`src/rtl/two_output_demux.sv`:
```
// One valid/ready input steered by select into one of two single-entry output buffers.
// Optional DEMUX_COUNT_EN adds a 16-bit wrapping drain counter per output.
module two_output_demux #(
  parameter int unsigned WIDTH = 32
) (
  input  logic             clk,
  input  logic             reset,
  input  logic             select,
  input  logic             in_valid,
  output logic             in_ready,
  input  logic [WIDTH-1:0] in_data,
  output logic             out0_valid,
  input  logic             out0_ready,
  output logic [WIDTH-1:0] out0_data,
  output logic             out1_valid,
  input  logic             out1_ready,
  output logic [WIDTH-1:0] out1_data
`ifdef DEMUX_COUNT_EN
  ,
  output logic [15:0]      out0_count,
  output logic [15:0]      out1_count
`endif
);

  typedef enum logic {StEmpty, StFull} buf_state_e;

  buf_state_e       state0_q, state1_q;
  logic [WIDTH-1:0] data0_q, data1_q;
  logic             sel_valid, sel_ready;
  logic             accept, accept0, accept1;
  logic             drain0, drain1;

  assign out0_valid = (state0_q == StFull);
  assign out1_valid = (state1_q == StFull);
  assign out0_data  = data0_q;
  assign out1_data  = data1_q;

  // Only the addressed buffer gates the input; the other side never stalls it.
  assign sel_valid = select ? out1_valid : out0_valid;
  assign sel_ready = select ? out1_ready : out0_ready;
  assign in_ready  = !reset && (!sel_valid || sel_ready);

  assign accept  = in_valid && in_ready;
  assign accept0 = accept && !select;
  assign accept1 = accept && select;
  assign drain0  = out0_valid && out0_ready;
  assign drain1  = out1_valid && out1_ready;

  always_ff @(posedge clk) begin
    if (reset) begin
      state0_q <= StEmpty;
      state1_q <= StEmpty;
      data0_q  <= '0;
      data1_q  <= '0;
    end else begin
      // A load on the draining edge keeps the buffer full for back-to-back flow.
      if (accept0) begin
        state0_q <= StFull;
        data0_q  <= in_data;
      end else if (drain0) begin
        state0_q <= StEmpty;
      end
      if (accept1) begin
        state1_q <= StFull;
        data1_q  <= in_data;
      end else if (drain1) begin
        state1_q <= StEmpty;
      end
    end
  end

`ifdef DEMUX_COUNT_EN
  logic [15:0] count0_q, count1_q;

  assign out0_count = count0_q;
  assign out1_count = count1_q;

  always_ff @(posedge clk) begin
    if (reset) begin
      count0_q <= '0;
      count1_q <= '0;
    end else begin
      if (drain0) count0_q <= count0_q + 16'd1;
      if (drain1) count1_q <= count1_q + 16'd1;
    end
  end
`endif

endmodule

```
`config.mk`:
```
export PLATFORM = sky130hd
export DESIGN_NAME = two_output_demux
export DESIGN_NICKNAME = d
export VERILOG_FILES = /design/src/rtl/two_output_demux.sv
export SDC_FILE = /design/constraint.sdc
export NUM_CORES = 1
export LEC_CHECK = 0
export CORE_UTILIZATION = 36
export CTS_CLUSTER_DIAMETER = 120
export DETAILED_ROUTE_END_ITERATION = 7
export HOLD_SLACK_MARGIN = 0.15
export PLACE_DENSITY = 0.77
export SLEW_MARGIN = 0
export SYNTH_ARGS = -nofsm -noshare
export SYNTH_HDL_FRONTEND = slang
export SYNTH_SLANG_ARGS = --single-unit
```
`constraint.sdc`:
```
create_clock -name clk -period 1.92 [get_ports clk]
set_input_delay 0.48 -clock clk [delete_from_list [all_inputs] [get_ports clk]]
set_output_delay 0.48 -clock clk [all_outputs]
set_load 0.02 [all_outputs]
```
==> out/qor.csv <==
stage,metric,value,unit
detailed_routing,vias,1906,
clocking,cts_tree,done,
detailed_routing,viasPerCell,4.39,
timing,final-hold-violation-count,0,
final_layout,area_growth,53.2,%
synth,async_flop_share,0,%
floorplan,die_area,7890,µm²
setup_path,cp-end-kind,output port,
synth,netlist_area,2710,µm²
timing,hold_slack,0.569,ns
setup_path,startpoint_type,register,
synth,synth_nets,254,
timing,setup_violations,0,
synth,synth.most_common_cell,dfxtp_1,
detailed_routing,drc_errors,0,
clocking,cts_setup_buffers,0,
run,drv_cap,0,
final_layout,antenna_cells,0,
detailed_routing,antenna_left,0,
synth,yosysSeqAreaShare,48.7,%
clocking,cts_sinks,66,
final_layout,final_util,57.3,%
setup_path,crit_buf_inv,1,
synth,yosysUniqueCellTypes,16,
timing,rsz0062_at_grt,false,
floorplan,pin_count,105,
placement,dp_slack,-0.373,ns
run_status,status,"complete, no violations",
floorplan,initial_core_util,37.4,%
floorplan,core,7250,µm²
clocking,insertion_delay,0.33,ns
global_route,grt_pass1_wl,9090,µm
timing,max_freq,0.546,GHz
global_route,overflow,0,
setup_path,critPathSlowestCell,clkdlybuf4s50_1,
detailed_routing,drtIter0Drc,30,
detailed_routing,wl,5870,µm
setup_path,crit_path_cell_trace,clkdlybuf4s50_1,
final_layout,layout-drive-gt1-share,27.8,%
setup_path,crit_fanout,2,
timing,setup_ws,0.0894,ns
global_route,antenna_found_initial,0,
power,powerDensity,771,nW/µm²
timing,min_period_over_period,95.3,%
setup_path,required,1.44,ns
placement,dpl.hpwl,4110,µm
clocking,cts.htree.levels,3,
power,vdd_drop_max,383,µV
setup_path,critPathTopFamily,buffers and inverters,
global_route,grt_use_total,15.4,%
floorplan,die_w,88.8,µm
final_layout,instances_no_fill,434,
placement,post-place-cells,418,
timing,min_period,1.83,ns
power,total_leakage_power,1.78,nW
setup_path,criticalPathCategory,register to output port,
clocking,root_buffer,clkbuf_8,
placement,gp_congestion,0.678,
detailed_routing,avgRoutedWirePerCell,13.5,µm
placement,portBuffers,104,
synth,synth-edff-count,0,
detailed_routing,firstDrtPassIters,4,
synth,netlist.area_leader.share,48.7,%
synth,synthTopCellsByArea,"dfxtp_1 49%, mux2_4 16%, nor2b_1 15%",
clocking,clk_pin_slew,0.07,ns
synth,ys_ff_latch,66,
timing,worstMarginPinSlew,0.342,ns
setup_path,arrival,1.35,ns
clocking,cts_buffers,9,
timing,slew_violations,0,
min_path,min_path_type,primary input to register,
floorplan,fp.dieH,88.8,µm
synth,synth_area_per_cell,12.6,µm²
floorplan,rows,31,
synth,netlist_instances,216,
timing,max-slew-margin-rel,77.2,%
synth,ys.flop_type,dfxtp_1,
timing,skew,0.00497,ns
synth,synth_commonest_cells,"66 x dfxtp_1, 64 x nor2b_1, 32 x mux2_2",
global_route,first_global_vias,1945,
global_route,grt_max_degree,35,
clocking,hold_buffers,0,
synth,yosysWarnings,0,
setup_path,cp_slowest_stage_delay,0.63,ns
clocking,cts_max_path_buffers,2,
synth,synth_top_cell_by_area,dfxtp_1,
final_layout,nNetsFinal,368,
==> per-stage QoR <==
step / cell area (µm²) / total power [mW] / setup TNS (ns)
global route: 4160 / 3.35 / 0
global placement: 3940 / 2.07 / -4.69
finish: 4160 / 3.21 / 0
detailed placement: 3940 / 2.08 / -5.51
floorplan: 2710 / 1.79 / 0
CTS: 4130 / 3.24 / 0
==> final cells by class <==
class,count,area [µm²]
clock buffer,14,163
clock inverter,2,35.0
fill,637,3100
multi-input combinational,137,1320
sequential,66,1320
tap,99,124
timing repair buffer,116,1190
==> per-layer routing <==
metal  wire length (µm)  GRT usage [%]
met1               2580           18.1
met2               2770           25.1
met3                424           5.60
met4                 86           7.04
met5                  0              0
==> worst register-to-register path: stages, from the launching register on <==
cell and delay (ns):
dfxtp_1 0.38, nand2b_4 0.06, buf_4 0.14, nand2_2 0.15
buf_12 0.18, mux2_2 0.35
==> cells by family after synthesis <==
logic type / after synthesis / synth area share, %
buffers and inverters: 13 / 3.04
flip-flops: 66 / 48.7
multiplexers: 65 / 31.0
AO/OA/AOI/OAI: 2 / 0.369
AND/OR/NAND/NOR: 70 / 16.9
==> layout by cell type (no fill, tap or decap) <==
master           instances
nand4b_4                 1
buf_12                   5
clkbuf_8                11
nor2_1                   1
bufinv_16                1
mux2_2                  32
buf_2                    1
nor3b_2                  1
nand2_2                  1
clkinv_2                 1
mux2_4                  29
clkdlybuf4s50_1         99
nor2b_1                 64
mux2i_1                  1
dlymetal6s2s_1           2
buf_4                    8
mux2_1                   3
dfxtp_1                 66
dlygate4sd2_1            1
a21oi_1                  2
clkbuf_1                 3
nand2b_4                 2
==> registers in the layout, indices dropped and copies added, names as in the netlist <==
| signal | cells |
|---|---|
| out1_data | 32 |
| out0_data | 32 |
| out0_valid | 1 |
| out1_valid | 1 |
==> worst paths after layout <==
path	start	endpoint	slack, ns	depth (start not counted)
setup reg to reg	out0_valid	out0_data[19]	0.55	5
hold reg to reg	out1_data[25]	out1_data[25]	0.60	2
hold / removal	out1_ready	out1_valid	0.57	4
setup / recovery	out1_valid	out1_valid	0.09	1
==> repair_timing <==
item                       in CTS  in global routing
setup endpoints to repair       1                  1
resized for setup               5                  5
pin swaps                       0                  1
==> power breakdown <==
group / switching [mW] / internal (mW) / leakage, nW
Clock: 0.489 / 0.671 / 0.101
Combinational: 0.229 / 0.332 / 1.14
Sequential: 0.0366 / 1.45 / 0.541
No activity file was read; power rests on OpenSTA's default activity.
